<file path="src/rtl/sn74ls449_ctl.sv">
// -----------------------------------------------------------------------------
// sn74ls449_ctl
// Sequencer for an SN74LS449-style 4-bit bus transceiver. A request latches
// the direction (wr) and per-bit mask. It then asserts the matching
// active-low enable for HOLD cycles and emits a one-cycle done pulse. On
// B->A transfers it captures the masked A-side value into q.
//
// Optional feature: define SN74LS449_CTL_TURNAROUND_EN to insert a one-cycle
// TURN gap (both enables off) whenever the transfer direction changes from
// the previous completed transfer.
//
// Ports
//   clk   in   rising-edge clock
//   rst   in   synchronous active-high reset
//   req   in   transfer request, sampled only in IDLE
//   wr    in   direction, 1 = A->B, 0 = B->A (latched with req)
//   mask  in   [3:0] per-bit participation (latched with req)
//   din   in   [3:0] A-side bus value, captured on B->A transfers
//   gab   out  active-low A->B enable
//   gba   out  active-low B->A enable
//   dir   out  [3:0] per-bit direction to the transceiver
//   q     out  [3:0] capture register
//   busy  out  high while in TURN or DRIVE
//   done  out  one-cycle completion pulse
//
// Parameter
//   HOLD  enable assertion length in cycles (1..15)
//
// States
//   state | meaning
//   IDLE  | waiting for req; enables off; dir holds its last value
//   TURN  | one-cycle bus turnaround gap, both enables off (macro build only)
//   DRIVE | selected enable asserted for HOLD cycles
//   DONE  | enables off, done pulse high, then back to IDLE
// -----------------------------------------------------------------------------
module sn74ls449_ctl #(
    parameter int HOLD = 2
) (
    input  logic       clk,
    input  logic       rst,
    input  logic       req,
    input  logic       wr,
    input  logic [3:0] mask,
    input  logic [3:0] din,
    output logic       gab,
    output logic       gba,
    output logic [3:0] dir,
    output logic [3:0] q,
    output logic       busy,
    output logic       done
);

`ifdef SN74LS449_CTL_TURNAROUND_EN
    typedef enum logic [1:0] {
        IDLE  = 2'd0,
        TURN  = 2'd1,
        DRIVE = 2'd2,
        DONE  = 2'd3
    } state_t;
`else
    typedef enum logic [1:0] {
        IDLE  = 2'd0,
        DRIVE = 2'd2,
        DONE  = 2'd3
    } state_t;
`endif

    localparam logic [3:0] HOLD_M1 = 4'(HOLD - 1);

    state_t     state;
    logic [3:0] cnt;
    logic       wr_l;
    logic [3:0] mask_l;
`ifdef SN74LS449_CTL_TURNAROUND_EN
    logic       last_wr;
`endif

    always_ff @(posedge clk) begin
        if (rst) begin
            state   <= IDLE;
            cnt     <= 4'd0;
            wr_l    <= 1'b0;
            mask_l  <= 4'd0;
            gab     <= 1'b1;
            gba     <= 1'b1;
            dir     <= 4'd0;
            q       <= 4'd0;
            busy    <= 1'b0;
            done    <= 1'b0;
`ifdef SN74LS449_CTL_TURNAROUND_EN
            last_wr <= 1'b0;
`endif
        end else begin
            done <= 1'b0;
            case (state)
                IDLE: begin
                    if (req) begin
                        wr_l   <= wr;
                        mask_l <= mask;
                        // Unmasked bits face the direction that is not enabled,
                        // so they never see an active driver.
                        dir    <= wr ? mask : ~mask;
                        busy   <= 1'b1;
`ifdef SN74LS449_CTL_TURNAROUND_EN
                        if (wr != last_wr) begin
                            state <= TURN;
                        end else begin
                            state <= DRIVE;
                            cnt   <= HOLD_M1;
                            gab   <= ~wr;
                            gba   <= wr;
                        end
`else
                        state <= DRIVE;
                        cnt   <= HOLD_M1;
                        gab   <= ~wr;
                        gba   <= wr;
`endif
                    end
                end
`ifdef SN74LS449_CTL_TURNAROUND_EN
                TURN: begin
                    state <= DRIVE;
                    cnt   <= HOLD_M1;
                    gab   <= ~wr_l;
                    gba   <= wr_l;
                end
`endif
                DRIVE: begin
                    if (cnt == 4'd0) begin
                        state <= DONE;
                        gab   <= 1'b1;
                        gba   <= 1'b1;
                        busy  <= 1'b0;
                        done  <= 1'b1;
                        // Capture happens while the B->A enable is still active.
                        if (!wr_l) begin
                            q <= (din & mask_l) | (q & ~mask_l);
                        end
`ifdef SN74LS449_CTL_TURNAROUND_EN
                        last_wr <= wr_l;
`endif
                    end else begin
                        cnt <= cnt - 4'd1;
                    end
                end
                DONE: begin
                    state <= IDLE;
                end
                default: begin
                    state <= IDLE;
                    gab   <= 1'b1;
                    gba   <= 1'b1;
                    busy  <= 1'b0;
                end
            endcase
        end
    end

endmodule

</file>
<file path="config.mk">
export PLATFORM = sky130hd
export DESIGN_NAME = sn74ls449_ctl
export DESIGN_NICKNAME = d
export VERILOG_FILES = /design/src/rtl/sn74ls449_ctl.sv
export SDC_FILE = /design/constraint.sdc
export NUM_CORES = 1
export LEC_CHECK = 0
export CELL_PAD_IN_SITES_DETAIL_PLACEMENT = 1
export CELL_PAD_IN_SITES_GLOBAL_PLACEMENT = 2
export CORE_UTILIZATION = 31
export CTS_CLUSTER_SIZE = 14
export DETAILED_ROUTE_END_ITERATION = 7
export PLACE_DENSITY_LB_ADDON = 0.1
export SLEW_MARGIN = 0
export SYNTH_ARGS = -nofsm -noshare
export SYNTH_HDL_FRONTEND = slang
export SYNTH_SLANG_ARGS = --single-unit
</file>
<file path="constraint.sdc">
create_clock -name clk -period 3.52 [get_ports clk]
set_input_delay 0.704 -clock clk [delete_from_list [all_inputs] [get_ports clk]]
set_output_delay 0.704 -clock clk [all_outputs]
set_load 0.005 [all_outputs]
</file>
---- Word level (Yosys, flattened, before mapping) ----
Cells that the tools add are included.
word-level totals
  bits in registers ....................... 23
  input port bits ......................... 12
  output and inout bits ................... 12
cells by class
  add/subtract/negate cells ............... 1
  reduce and logical (&&, ||, !) cells .... 9
  mux-type cells .......................... 16
  bitwise gates (word level) .............. 9
  equal/unequal tests ..................... 5
operators with widths
  cell                   number
  $mux W4                3
  $pmux W1 S3            3
  $reduce_and A3 Y1      3
  $and A4 B4 Y4          2
  $not A4 Y4             2
  $pmux W4 S2            1
  $mux W1                6
  $ne A2 B2 Y1 const B   3
  $eq A2 B2 Y1 const B   2
  $logic_not A4 Y1       1
  $mux W2                2
  $not A1 Y1             4
  $or A4 B4 Y4           1
  $pmux W2 S2            1
  $reduce_and A2 Y1      2
  $sub A4 B1 Y4 const B  1
  $logic_not A2 Y1       1
  $reduce_bool A2 Y1     1
  $reduce_or A2 Y1       1

---- Longest topological paths before layout ----
  depth in word-level cells ............... 3
  depth in mapped cells ................... 6

---- Worst setup path before layout ----
Ideal clock, no wire load.
  path type ............................... input -> register
  start point ............................. in req
  end point ............................... reg cnt[2]
  path buffers ............................ 1
  library setup time ...................... 129 ps
  stages .................................. 4
  required time ........................... 3391 ps
  setup slack ............................. 1872 ps
  arrival time ............................ 1518 ps
  cell sequence ........................... or3b_2 clkbuf_1 nand3_1 mux2i_1
on the way
  cells in the longest elaborated chain, start to end .. 2
ends and longest elaborated chain
  element                             line  source
  start, declared                     41    input logic req,
  $ne A2 B2 Y1 (no source line)       -
  $reduce_and A3 Y1 (no source line)  -
  end signal, assigned                144   cnt <= cnt - 4'd1;
  end, declared                       71    logic [3:0] cnt;
No other way between the ends.
A chain may end at the register's enable or synchronous reset.

==> impl_metrics.py <==
metrics = {
    "cells_and_area": {
        "nets": 157,
        "drive_gt1_share_pct": 8.451,
        "antenna_cells": 0,
        "design_area_um2": 1368,
        "fin_cells": 188,
        "syn_to_final_growth_pct": 24.77,
    },
    "yosys": {
        "synth_top_area_share_pct": 42.01,
        "async_flop_share_pct": 0,
        "syn_nets": 138,
        "yosysWarnings": 0,
        "syn_avg_cell_area_um2": 8.839,
        "dominantRegCellSynth": "dfxtp_1",
        "syn_inst": 124,
        "yosysMostFrequentCell": "nand2_1",
        "ys_seq_elements": 23,
        "synthTopCellsByArea": "dfxtp_1 42%, nand2_1 8.9%, a21oi_1 5.9%",
        "yosysSeqAreaShare_pct": 42.01,
        "ys_types": 31,
        "synth_largest_area_cell": "dfxtp_1",
        "netlist_area_um2": 1096,
        "synth_edf_count": 0,
        "synthTopCellsByCount": "26 x nand2_1, 23 x dfxtp_1, 13 x a21oi_1",
    },
    "clock_tree": {
        "clock_path_buffers": 2,
        "cts_buffers": 3,
        "path_clk_slew_ns": 0.13,
        "hold_buffers": 0,
        "htreeDepth": 1,
        "cts_resized": 0,
        "clkLatencyLatePin_ns": 0.31,
        "cts_sinks": 23,
        "root_buffer": "clkbuf_4",
        "postCtsSetupBuffers": 0,
        "cts_tree": "built",
    },
    "grt": {
        "met1_usage_pct": 17.66,
        "top_usage_layer": "met2",
        "gr-total-overflow": 0,
        "grt_use_met2_pct": 24.69,
        "use_met3_pct": 2.521,
        "grt_max_degree": 20,
        "grt_pass1_wl_mm": 3.946,
        "antenna_found_initial": 0,
        "grt_pass1_vias": 893,
        "grtUsageTotal_pct": 14.53,
    },
    "worst_setup_path": {
        "rr_worst_depth": 5,
        "r2r_slack_ns": 1.69,
        "crit_path_end_kind": "flop",
        "required_ns": 3.72,
        "r2r-start": "cnt[0]",
        "worstPathArrival_ns": 2.24,
        "worstSetupPathType": "in2reg",
        "crit_fanout": 19,
        "crit_end": "cnt[3]",
        "crit_start": "rst",
        "cp-start-kind": "primary input",
    },
    "power": {
        "total_power_w": 0.0006115,
        "switching_share_pct": 32.89,
        "p_switching_w": 0.0002011,
        "comb_power_share_pct": 28.5,
        "clock_power_share_pct": 20.8,
        "power_density_nw_per_um2": 447.1,
        "ir_drop_mv": 0.1760,
        "seq_power_share_pct": 50.7,
        "p_leak_nw": 0.4634,
        "internal_power_w": 0.0004104,
    },
    "timing": {
        "fin_setup_tns_ns": 0,
        "hold_viol_final": 0,
        "period_share_pct": 57.80,
        "whs_ns": 0.4628,
        "tightestPinTransition_ns": 0.8288,
        "period_needed_ns": 2.034,
        "grt_setup_unrepaired": "no",
        "maxSlewViolCount": 0,
        "setup_viol": 0,
        "relSlewSlack_pct": 44.63,
        "skew_ns": 0.002516,
        "max_freq_mhz": 491.5,
    },
    "place": {
        "place_area_um2": 1341,
        "dpl.cell_count": 184,
        "hpwl_mm": 1.861,
        "place_congestion": 0.7290,
        "port_buffers": 23,
    },
    "run_status": {
        "outcome": "finished clean",
    },
    "floorplan": {
        "fp-row-count": 21,
        "io_pins": 24,
        "die_area_um2": 3777,
        "die_y_um": 61.46,
        "start_util_pct": 32.59,
        "fp.dieW_um": 61.46,
        "core_area_um2": 3363,
    },
    "detailed_routing": {
        "drtIter0Drc": 18,
        "wl_per_cell_um": 13.29,
        "drt-pass1-iter-count": 4,
        "vias": 916,
        "drt_wl_total_mm": 2.499,
        "drcViolationCount": 0,
        "vias_per_cell": 4.872,
        "drtAntennaViolNets": 0,
    },
    "hold_path": {
        "hold_path_class": "reg2reg",
    },
    "run": {
        "cap_violations": 0,
    },
}
per-layer routing:
layer	routed length, um	vias to the layer above	share of wire (%)
met5	0	-	0
met2	1267	11	51
met1	1137	440	45
met3	71	2	2.8
met4	22	0	0.88
li1	-	463	-
layout make-up:
cell class	count	area [um2]
Clock buffer	4	26.28
Timing Repair Buffer	24	237.7
Tap cell	46	57.56
Fill cell	420	1996
Multi-Input combinational cell	86	566.8
Sequential cell	23	460.4
Inverter	5	18.77
how the worst min path moves through the flow:
| stage | from | to | slack, ns | depth (start not counted) |
|---|---|---|---|---|
| floorplan | mask_l[0] | mask_l[0] | 0.43 | 2 |
| global placement | dir[1] | dir[1] | 0.44 | 2 |
| detailed placement | dir[1] | dir[1] | 0.45 | 2 |
| CTS | dir[1] | dir[1] | 0.47 | 2 |
| global route | dir[1] | dir[1] | 0.49 | 2 |
| finish | dir[1] | dir[1] | 0.46 | 2 |
worst max-delay path, cell delays in order:
cell,delay [ns]
clkdlybuf4s50_1,0.92
inv_1,0.34
nand3_1,0.18
mux2i_1,0.08
power by group through the flow:
stage	Sequential (W)	Clock (W)	Combinational [W]
finish	0.000310	0.000127	0.000174
global route	0.000315	0.000150	0.000191
CTS	0.000311	0.000133	0.000177
detailed placement	0.000317	0	0.000177
global placement	0.000315	0	0.000174
floorplan	0.000306	0	0.000137
per-stage QoR:
| step | setup WS [ns] | utilization, % |
|---|---|---|
| floorplan | 1.872 | - |
| global placement | 1.112 | 39.88 |
| detailed placement | 1.117 | 39.88 |
| CTS | 1.473 | 40.66 |
| global route | 1.400 | 40.66 |
| finish | 1.486 | 40.66 |
logic make-up (layout without fill, tap and decap cells):
logic type,count (synthesis),after routing,synth area share [%]
AND/OR/NAND/NOR,49,49,26.14
multiplexers,6,6,5.480
XOR/XNOR,4,4,3.196
adder cells (fa/ha/maj),2,2,2.283
flip-flops,23,23,42.01
AO/OA/AOI/OAI,25,25,14.61
buffers and inverters,15,33,6.279
placed cells by master, fill, tap and decap left out, types with 2 or more instances in the layout:
master / synthesis / final
nor4b_2: 3 / 3
nand2b_1: 2 / 2
nand2_1: 26 / 26
mux2i_1: 6 / 6
clkdlybuf4s50_1: 0 / 23
a2111oi_2: 2 / 2
xnor2_1: 4 / 4
dfxtp_1: 23 / 23
nor3b_1: 2 / 2
nor3_1: 3 / 3
nand3_1: 2 / 2
ha_1: 2 / 2
or3_1: 3 / 3
o21ai_0: 5 / 5
clkbuf_4: 0 / 3
inv_1: 5 / 5
a21oi_1: 13 / 13
Note: power is estimated with default switching activity, not from simulation.
